## src/rtl/chunk_feeder_pkg.sv

```systemverilog
// Shared types and constants for the chunk message feeder.
package chunk_feeder_pkg;

  typedef enum logic [1:0] {IDLE, FILL, RUN, DBL} feeder_state_t;

  localparam int BLK_BYTES  = 64;
  localparam int BLK_WORDS  = 16;
  localparam int DBL_BYTES  = 32;
  localparam int HASH_WORDS = 8;

  // Byte-valid mask for message word word_idx of a len-byte message.
  // Bit b is set when byte (4*word_idx + b) lies inside the message.
  function automatic logic [3:0] byte_mask(input logic [10:0] len,
                                           input logic [10:0] word_idx);
    logic [12:0] base;
    logic [3:0]  m;
    base = {word_idx, 2'b00};
    for (int b = 0; b < 4; b++) begin
      m[b] = ((base + 13'(b)) < {2'b00, len});
    end
    return m;
  endfunction

endpackage

```

## src/rtl/msg_block_buf.sv

```systemverilog
// Ping-pong block store: two 16-word buffers with full flags and
// independent write / read selects.
module msg_block_buf
  import chunk_feeder_pkg::*;
#(
  parameter int WORDS = BLK_WORDS,
  parameter int IDX_W = $clog2(WORDS)
) (
  input  logic                  clk,
  input  logic                  rst,
  input  logic                  clr,
  input  logic                  wr_en,
  input  logic [IDX_W-1:0]      wr_idx,
  input  logic [31:0]           wr_data,
  input  logic                  wr_last,
  input  logic                  rd_adv,
  output logic [WORDS-1:0][31:0] rd_data,
  output logic [1:0]            full,
  output logic                  wr_sel,
  output logic                  rd_sel
);

  logic [1:0][WORDS-1:0][31:0] mem_q;
  logic [1:0]                  full_q, full_d;
  logic                        wr_sel_q, wr_sel_d;
  logic                        rd_sel_q, rd_sel_d;

  // Next flags/selects: a completing write and a read release touch
  // different buffers, so both are applied in the same cycle.
  always_comb begin
    full_d   = full_q;
    wr_sel_d = wr_sel_q;
    rd_sel_d = rd_sel_q;
    if (clr) begin
      full_d   = '0;
      wr_sel_d = 1'b0;
      rd_sel_d = 1'b0;
    end else begin
      if (wr_en && wr_last) begin
        full_d[wr_sel_q] = 1'b1;
        wr_sel_d         = ~wr_sel_q;
      end
      if (rd_adv) begin
        full_d[rd_sel_q] = 1'b0;
        rd_sel_d         = ~rd_sel_q;
      end
    end
  end

  // Control registers.
  always_ff @(posedge clk) begin
    if (rst) begin
      full_q   <= '0;
      wr_sel_q <= 1'b0;
      rd_sel_q <= 1'b0;
    end else begin
      full_q   <= full_d;
      wr_sel_q <= wr_sel_d;
      rd_sel_q <= rd_sel_d;
    end
  end

  // Storage; the first word of a block wipes the rest so a short final
  // block leaves zeros behind its last word.
  always_ff @(posedge clk) begin
    if (rst) begin
      mem_q <= '0;
    end else if (wr_en && !clr) begin
      if (wr_idx == '0) begin
        mem_q[wr_sel_q] <= '0;
      end
      mem_q[wr_sel_q][wr_idx] <= wr_data;
    end
  end

  assign rd_data = mem_q[rd_sel_q];
  assign full    = full_q;
  assign wr_sel  = wr_sel_q;
  assign rd_sel  = rd_sel_q;

endmodule

```

## src/rtl/chunk_msg_feeder.sv

```systemverilog
// Producer side of the ChunkHasher message interface: packs a word
// stream into 64-byte blocks, feeds them to the hasher, then feeds the
// first-pass hash back as a 32-byte second-pass message.
module chunk_msg_feeder #(
  parameter int MAX_BYTES = 1024,
  parameter int BLK_WORDS = 16
) (
  input  logic                      Clk,
  input  logic                      Rst,
  input  logic                      Start_I,
  input  logic [10:0]               Len_I,
  input  logic [31:0]               Din_I,
  input  logic                      Din_Vld_I,
  output logic                      Din_Rdy_O,
  output logic [BLK_WORDS-1:0][31:0] Msg_O,
  output logic                      Update_O,
  output logic                      DblUpdate_O,
  output logic [10:0]               Byte_num_O,
  input  logic                      Next_I,
  input  logic [7:0][31:0]          H_I,
  input  logic                      Vld_I,
  output logic                      Clear_O,
  output logic [7:0][31:0]          Hash_O,
  output logic                      Hash_Vld_O,
  output logic                      Busy_O,
  output logic                      Underrun_O
);

  import chunk_feeder_pkg::*;

  localparam int IDX_W = $clog2(BLK_WORDS);

  feeder_state_t state_q, state_d;

  logic [10:0]                  len_q;
  logic [8:0]                   wr_cnt_q;
  logic [4:0]                   blk_cnt_q;
  logic                         underrun_q;
  logic                         dbl_first_q;
  logic [HASH_WORDS-1:0][31:0]  hcap_q;
  logic [7:0][31:0]             hash_q;
  logic                         hash_vld_q;

  logic [8:0]                   total_words;
  logic [4:0]                   total_blocks;
  logic [10:0]                  len_eff;
  logic                         len_bad;
  logic [3:0]                   mask;
  logic [31:0]                  wr_data;
  logic                         hs;
  logic                         wr_last;
  logic                         start_acc;
  logic                         rd_adv;
  logic                         last_done;
  logic                         new_full;
  logic                         more_blocks;
  logic                         underrun_hit;
  logic                         dbl_vld;

  logic [BLK_WORDS-1:0][31:0]   buf_rd_data;
  logic [1:0]                   buf_full;
  logic                         buf_wr_sel;
  logic                         buf_rd_sel;

  assign total_words  = 9'((len_q + 11'd3) >> 2);
  assign total_blocks = 5'((len_q + 11'(BLK_BYTES - 1)) >> $clog2(BLK_BYTES));

  assign len_bad = (Len_I == 11'd0) || (Len_I > 11'(MAX_BYTES));
  assign len_eff = (Len_I == 11'd0)        ? 11'd1 :
                   (Len_I > 11'(MAX_BYTES)) ? 11'(MAX_BYTES) : Len_I;

  assign mask    = byte_mask(len_q, {2'b00, wr_cnt_q});
  assign wr_data = Din_I & {{8{mask[3]}}, {8{mask[2]}}, {8{mask[1]}}, {8{mask[0]}}};
  assign hs      = Din_Vld_I && Din_Rdy_O;
  assign wr_last = (wr_cnt_q[IDX_W-1:0] == IDX_W'(BLK_WORDS - 1)) ||
                   (wr_cnt_q == total_words - 9'd1);

  assign start_acc = (state_q == IDLE) && Start_I;
  assign rd_adv    = (state_q == RUN) && Next_I;
  assign last_done = rd_adv && Vld_I;

  // The buffer about to be presented counts as full if its last word is
  // being written in this very cycle.
  assign new_full     = buf_full[~buf_rd_sel] ||
                        (hs && wr_last && (buf_wr_sel != buf_rd_sel));
  assign more_blocks  = (blk_cnt_q + 5'd1) < total_blocks;
  assign underrun_hit = rd_adv && !Vld_I && more_blocks && !new_full;
  assign dbl_vld      = (state_q == DBL) && !dbl_first_q && Vld_I;

  msg_block_buf #(
    .WORDS (BLK_WORDS)
  ) u_buf (
    .clk     (Clk),
    .rst     (Rst),
    .clr     (start_acc),
    .wr_en   (hs),
    .wr_idx  (wr_cnt_q[IDX_W-1:0]),
    .wr_data (wr_data),
    .wr_last (wr_last),
    .rd_adv  (rd_adv),
    .rd_data (buf_rd_data),
    .full    (buf_full),
    .wr_sel  (buf_wr_sel),
    .rd_sel  (buf_rd_sel)
  );

  // State register.
  always_ff @(posedge Clk) begin
    if (Rst) begin
      state_q <= IDLE;
    end else begin
      state_q <= state_d;
    end
  end

  // Next-state logic.
  always_comb begin
    state_d = state_q;
    case (state_q)
      IDLE: if (Start_I) state_d = FILL;
      FILL: if (buf_full[0]) state_d = RUN;
      RUN: begin
        if (last_done)         state_d = DBL;
        else if (underrun_hit) state_d = IDLE;
      end
      DBL: if (dbl_vld) state_d = IDLE;
      default: state_d = IDLE;
    endcase
  end

  // Datapath registers: length, counters, error flag and hash captures.
  always_ff @(posedge Clk) begin
    if (Rst) begin
      len_q       <= '0;
      wr_cnt_q    <= '0;
      blk_cnt_q   <= '0;
      underrun_q  <= 1'b0;
      dbl_first_q <= 1'b0;
      hcap_q      <= '0;
      hash_q      <= '0;
      hash_vld_q  <= 1'b0;
    end else begin
      dbl_first_q <= 1'b0;
      hash_vld_q  <= 1'b0;
      if (start_acc) begin
        len_q      <= len_eff;
        underrun_q <= len_bad;
        wr_cnt_q   <= '0;
        blk_cnt_q  <= '0;
      end
      if (hs)           wr_cnt_q   <= wr_cnt_q + 9'd1;
      if (rd_adv)       blk_cnt_q  <= blk_cnt_q + 5'd1;
      if (underrun_hit) underrun_q <= 1'b1;
      if (last_done) begin
        hcap_q      <= H_I;
        dbl_first_q <= 1'b1;
      end
      if (dbl_vld) begin
        hash_q     <= H_I;
        hash_vld_q <= 1'b1;
      end
    end
  end

  // Outputs decoded from state and registered datapath.
  always_comb begin
    Din_Rdy_O   = 1'b0;
    Update_O    = 1'b0;
    DblUpdate_O = 1'b0;
    Byte_num_O  = '0;
    Clear_O     = underrun_hit;
    Msg_O       = buf_rd_data;
    Busy_O      = (state_q != IDLE);
    case (state_q)
      FILL: begin
        Din_Rdy_O = !buf_full[buf_wr_sel] && (wr_cnt_q < total_words);
        Update_O  = buf_full[0];
        if (buf_full[0]) Byte_num_O = len_q;
      end
      RUN: begin
        Din_Rdy_O  = !buf_full[buf_wr_sel] && (wr_cnt_q < total_words);
        Byte_num_O = len_q;
      end
      DBL: begin
        DblUpdate_O = dbl_first_q;
        Byte_num_O  = 11'(DBL_BYTES);
        Msg_O       = '0;
        Msg_O[HASH_WORDS-1:0] = hcap_q;
      end
      default: ;
    endcase
  end

  assign Hash_O     = hash_q;
  assign Hash_Vld_O = hash_vld_q;
  assign Underrun_O = underrun_q;

endmodule

```

## config.mk

```make
export PLATFORM = sky130hd
export DESIGN_NAME = chunk_msg_feeder
export DESIGN_NICKNAME = d
export VERILOG_FILES = /design/src/rtl/chunk_feeder_pkg.sv /design/src/rtl/msg_block_buf.sv /design/src/rtl/chunk_msg_feeder.sv
export SDC_FILE = /design/constraint.sdc
export NUM_CORES = 2
export LEC_CHECK = 0
export CORE_UTILIZATION = 30
export DETAILED_ROUTE_END_ITERATION = 10
export MAX_ROUTING_LAYER = met4
export PLACE_DENSITY = 0.49
export SYNTH_ARGS = -nofsm -noshare
export SYNTH_HDL_FRONTEND = slang
export SYNTH_HIERARCHICAL = 1
export SYNTH_SLANG_ARGS = --single-unit
```

## constraint.sdc

```tcl
create_clock -name Clk -period 3.9 [get_ports Clk]
set_input_delay 1.17 -clock Clk [delete_from_list [all_inputs] [get_ports Clk]]
set_output_delay 1.17 -clock Clk [all_outputs]
set_load 0.01 [all_outputs]
```

### Yosys cells after proc, flatten, opt, wreduce, memory -nomap -nowiden

Index checks and enable logic that the tools add are counted.

* flip-flop bits (word level): 1570
* latch bits: 0
* memory bits (writable): 0
* memory bits (read-only): 0
* input bits: 305
* output and inout bits: 786
* word-level logic and storage cells: 177
* memories: 0

* $add $sub $neg: 8
* multiply operators: 0
* divide/modulo/power cells: 0
* magnitude comparators: 14
* equality and inequality tests: 10
* shifts and indexed selects: 0
* muxes and demuxes: 45
* bitwise gates (word level): 8
* reduce and logical (&&, ||, !) cells: 34

Operators by type and width (number)
* $mux 1024: 3
* $mux 512: 5
* $and 1024x1024->1024: 1
* $bwmux 1024: 1
* $demux 512 s1: 2
* $not 1024->1024: 1
* $demux 32 s4: 1
* $lt 12x11->1: 3
* $mux 11: 3
* $pmux 11 s3: 1
* $and 32x32->32: 1
* $mux 32: 1
* $add 11x2->12 const B: 2
* $mux 9: 2
* $logic_and 1x1->1: 16
* $mux 2: 8
* $mux 1: 13
* $add 11x1->12 const B: 1
* $add 11x2->11 const B: 1
* $add 11x6->11 const B: 1
* $gt 11x11->1 const B: 1
* $logic_not 11->1: 1
* $lt 11x11->1: 1
* $mux 5: 2
* other kinds (30): 47

### Depth between registers and ports, before layout

* depth in word-level cells: 14
* depth in mapped cells: 21

### Modules after synthesis

The synthesis kept the hierarchy.

By module, submodules not included
* msg_block_buf: times used 1, cells each 4305, area each 41115.7 sq um, sequential area each 20579.7 sq um
* chunk_msg_feeder: times used 1, cells each 3179, area each 25002.7 sq um, sequential area each 10850.4 sq um

### Worst setup path after synthesis

Ideal clock, no wire load.

* kind: reg-to-reg
* from: register len_q[0]
* to: register u_buf/mem_q[323] (netlist bit)
* library setup time: 0.115 ns
* data arrival time: 3.718 ns
* data required time: 3.785 ns
* slack: 0.067 ns
* cell stages (with the launch flop): 20
* path buffers: 5
* period minus slack after synthesis: 3.833 ns
* cell sequence: dfxtp_1 -> o211ai_4 -> nor2_1 -> xnor2_1 -> ha_1 -> o21a_1 -> o21ai_0 -> a32o_1 -> maj3_2 -> o211ai_2 -> buf_2 -> inv_2 -> buf_2 -> or4b_1 -> buf_2 -> a211o_1 -> buf_6 -> buf_6 -> nand3_1 -> o21ai_2

* cells in the longest elaborated chain, start to end: 6

RTL lines
* from (decl): line chunk_msg_feeder.sv:35 `logic [10:0] len_q;`
* from (signal assigned): line chunk_msg_feeder.sv:146 `len_q <= len_eff;`
* $add 11x2->11: line chunk_msg_feeder.sv:65 `assign total_words = 9'((len_q + 11'd3) >> 2);`
* $lt 9x9->1: line chunk_msg_feeder.sv:176, chunk_msg_feeder.sv:181
* $logic_and 1x1->1: line chunk_msg_feeder.sv:176, chunk_msg_feeder.sv:181
* $mux 1
* $logic_and 1x1->1: line chunk_msg_feeder.sv:74 `assign hs = Din_Vld_I && Din_Rdy_O;`
* net hs: line chunk_msg_feeder.sv:50 `logic hs;`
* $logic_and 1x1->1: line msg_block_buf.sv:68 `end else if (wr_en && !clr) begin`
* to (signal, indexed assignment): line msg_block_buf.sv:72 `mem_q[wr_sel_q][wr_idx] <= wr_data;`
* to (decl): line msg_block_buf.sv:23 `logic [1:0][WORDS-1:0][31:0] mem_q;`

The timed path passes the listed nets, and every way through them passes these cells.
A chain may end at the register's enable or synchronous reset.

### Worst setup path in the final report

* from: register len_q[6]
* to: output port Clear_O

* cells in the longest elaborated chain, start to end: 10

RTL lines
* branches (longest 9 deep; another with $add 11x2->11)
* $logic_and 1x1->1 *: line chunk_msg_feeder.sv:87 `assign underrun_hit = rd_adv && !Vld_I && more_blocks && !new_full;`
* to (decl): line chunk_msg_feeder.sv:22 `output logic Clear_O,`

Every way passes the cells marked *.

==> metrics.md <==
| Metric | Value |
|---|---|
| Mapped Avg Cell Area | 8.835 µm² |
| Vias post-DR | 60539 |
| Hold Path Sink | hcap_q[215]$_SDFFE_PP0P_ |
| Synth Register Bits | 1570 |
| Die height | 471.5 µm |
| Setup CP Type | reg -> out |
| Average wire per standard cell | 26.93 µm |
| Post-Synth Adder-Cell Area | 0.5847% |
| Worst reg-to-reg setup slack | -190 ps |
| Synth warnings | 6 |
| Non-filler cells, final | 11679 |
| H-Tree Depth | 4 |
| GRT overflow | 0 |
| Setup Skew | 59.88 ps |
| Die Wd | 471.5 µm |
| Area of the core | 0.2180 mm² |
| Post-synthesis mux area share | 12.60% |
| Vias in the first global route | 58825 |
| ANT nets after route | 0 |
| Initial DRC count | 4500 |
| Status | finished with violations |
| WP data arrival | 3390 ps |
| Overall power | 44.13 mW |
| Gpl congestion | 0.8955 |
| Dpl hpwl | 213.5 mm |
| Failing checks | design-rule violations, negative setup slack |
| Drt total wl | 314.5 mm |
| Simple-gate area share of the yosys netlist | 17.57% |
| Cts bufs inserted | 182 |
| CTS tree | yes |
| Crit Path Max Fanout | 6 |
| Root Driver | clkbuf_16 |
| GRT Resource Usage Total | 27.82% |
| Nets | 9004 |
| Hold path start | hcap_q[215]$_SDFFE_PP0P_ |
| Drt pass-1 iters | 11 |
| Worst Path Required | 2730 ps |
| Relative slew slack | 4.576% |
| Drt drc | 6 |
| Site Rows | 171 |
| Clock transition at path regs | 60 ps |
| Ys async rst share | 0% |
| Max-cap violation count | 0 |
| Cts hold-fix bufs | 0 |
| Actual slew at the worst max-slew pin | 1431 ps |
| Worst hold stages | 2 |
| Min-Delay Path Class | reg -> reg |
| Commonest non-fill, non-tap cell in the layout | nand2_1 |
| Cell Pwr Density | 472.8 mW/mm² |
| Cell area after synthesis | 0.06612 mm² |
| Final number of setup-violating endpoints | 347 |
| Fillers | 21367 |
| Hold Slack | 450.5 ps |
| Commonest non-fill, non-tap cells in the layout | nand2_1 (1580), dfxtp_1 (1559), a21oi_1 (668) |
| Clock Sinks | 1570 |
| Post-synth EDFFs | 0 |
| Gate Count Post-Synth | 7484 |
| RSZ-0062 raised after global routing | yes |
| Crit Reg-Reg Endpoint | u_buf/mem_q[993]$_SDFFE_PP0P_ |
| Max-slew violation count | 0 |
| Setup crit end kind | output port |
| Via density per instance | 5.184 |
| Main combinational cell family by area after synthesis | simple AND/OR/NAND/NOR gates |
| CP Launch Type | flip-flop |
| Final hold vios | 0 |
| DP Area | 0.08288 mm² |
| IO buf count | 1090 |
| Place WS | -539.6 ps |
| Initial antenna violation count | 27 |
| Largest net degree at the start of global routing | 186 |
| Max Clk Rate | 219.5 MHz |
| Fin Setup TNS | -20850 ps |
| Area grow syn2layout | 41.17% |
| IO Count | 1091 |
| First-pass GRT wire length | 436.1 mm |
| Final core utilization | 42.81% |
| Post-synth top flop | dfxtp_1 |
| Final Cell Area | 0.09334 mm² |
| VDD IR max | 0.4873 mV |
| Reg2reg path depth | 22 |
| Final setup margin | -656.8 ps |
| Clock Tree Buf Depth | 3 |
| Sequential share of the synthesized area | 47.54% |
| Min cycle time layout | 4557 ps |
| # placed instances | 11140 |
| Skew-Pair Late Insertion Delay | 860 ps |
| Initial core utilization | 30.33% |
| Period utilization | 116.8% |
| Synth Area in XOR/XNOR | 0.4769% |
| Die Area | 0.2223 mm² |
| Leak pwr | 35.48 nW |
| Synth cell types | 87 |
| Post-synthesis compound-gate area fraction | 16.22% |
| Synthesized Nets | 7819 |
| Critical R2R Launch | len_q[1]$_SDFFE_PP0P_ |
| Layout cells sized above 1 | 24.71% |
[per-layer routing]
| metal | vias to the layer above | share of wire [%] | track usage, % |
|---|---|---|---|
| li1 | 28177 | - | - |
| met1 | 29773 | 42 | 34.49 |
| met2 | 2151 | 48 | 45.01 |
| met3 | 438 | 5.7 | 4.325 |
| met4 | 0 | 4.3 | 11.17 |
| met5 | - | 0 | - |
[critical path, cell delays in order, from the launching register on]
cell and delay (ps):
dfxtp_1 400, buf_4 160, nand4_1 190, buf_4 210
nor3_4 160, xnor3_1 290, and4_1 250, nor4_4 370
a211oi_2 140, or2_4 280, buf_6 120
[flip-flops by register name, indices dropped and copies added, names as in the netlist]
signal	count
u_buf/mem_q	1024
state_q	2
Hash_Vld_O	1
wr_cnt_q	9
u_buf/wr_sel	1
u_buf/full	2
Hash_O	256
blk_cnt_q	5
u_buf/rd_sel	1
len_q	11
Underrun_O	1
hcap_q	256
dbl_first_q	1
[worst max path at each step]
| stage | from | to |
|---|---|---|
| floorplan | len_q[0]$_SDFFE_PP0P_ | u_buf/mem_q[323]$_SDFFE_PP0P_ |
| global placement | Vld_I | Clear_O |
| detailed placement | Next_I | Clear_O |
| CTS | len_q[1]$_SDFFE_PP0P_ | Clear_O |
| global route | len_q[1]$_SDFFE_PP0P_ | Clear_O |
| finish | len_q[6]$_SDFFE_PP0P_ | Clear_O |
[cell usage after synthesis (7+ instances only)]
cell type     n  area [µm²]
dfxtp_1    1570       31430
buf_1        32       120.1
a22oi_1       7       52.55
or2_2         7       43.79
a31oi_1      13       81.33
o32ai_1      64       560.5
nand3_1     464        2322
nor2_1      120       450.4
nor3_1       21       105.1
nand4_1      12       75.07
o21ai_1      11       55.05
and2_1       36       225.2
a21oi_1     675        3378
o21ai_2      60       525.5
buf_2        97       485.5
and3_1       12       75.07
ha_1         30       375.4
nor2b_1     295        1846
clkbuf_1    561        2106
buf_6        18       202.7
a22o_1      192        1682
mux2_2      736        8288
a32o_1      129        1291
nand2_1    1596        5991
a21o_1       10       75.07
o2bb2ai_1    64       560.5
o21ai_0     427        2137
xnor2_1      23       201.4
inv_1        96       360.4
[cell type report]
class / count / area, µm² / area share (%)
multi-input cells: 5104 / 33130 / 35.50
repair buffers: 1712 / 18390 / 19.70
clock inverters: 72 / 1010 / 1.082
diodes: 4 / 10.01 / 0.01072
flip-flops and latches: 1570 / 31460 / 33.71
inverters: 99 / 384.1 / 0.4115
clock buffers: 264 / 5384 / 5.768
well taps: 2854 / 3571 / 3.826
[power by group]
part           leakage (nW)  switching, mW  total (mW)  internal (mW)
Sequential             12.7          0.177        16.5           16.3
Clock                  3.14           7.42        18.1           10.7
Combinational          19.7           5.88        9.51           3.63
[timing repair]
item,in CTS,in global routing
pin swaps,21,6
setup endpoints to repair,1061,1007
resized for setup,1462,260
endpoints found under the hold margin,0,0
gates cloned,53,14
buffers inserted,123,17
[cells by family after synthesis]
logic type | after synthesis
simple gates | 2615
flops | 1570
xor+xnor | 31
mux | 740
fa+ha+maj | 31
compound gates | 1685
buf+inv | 812
Note: power is estimated with default switching activity, not from simulation.
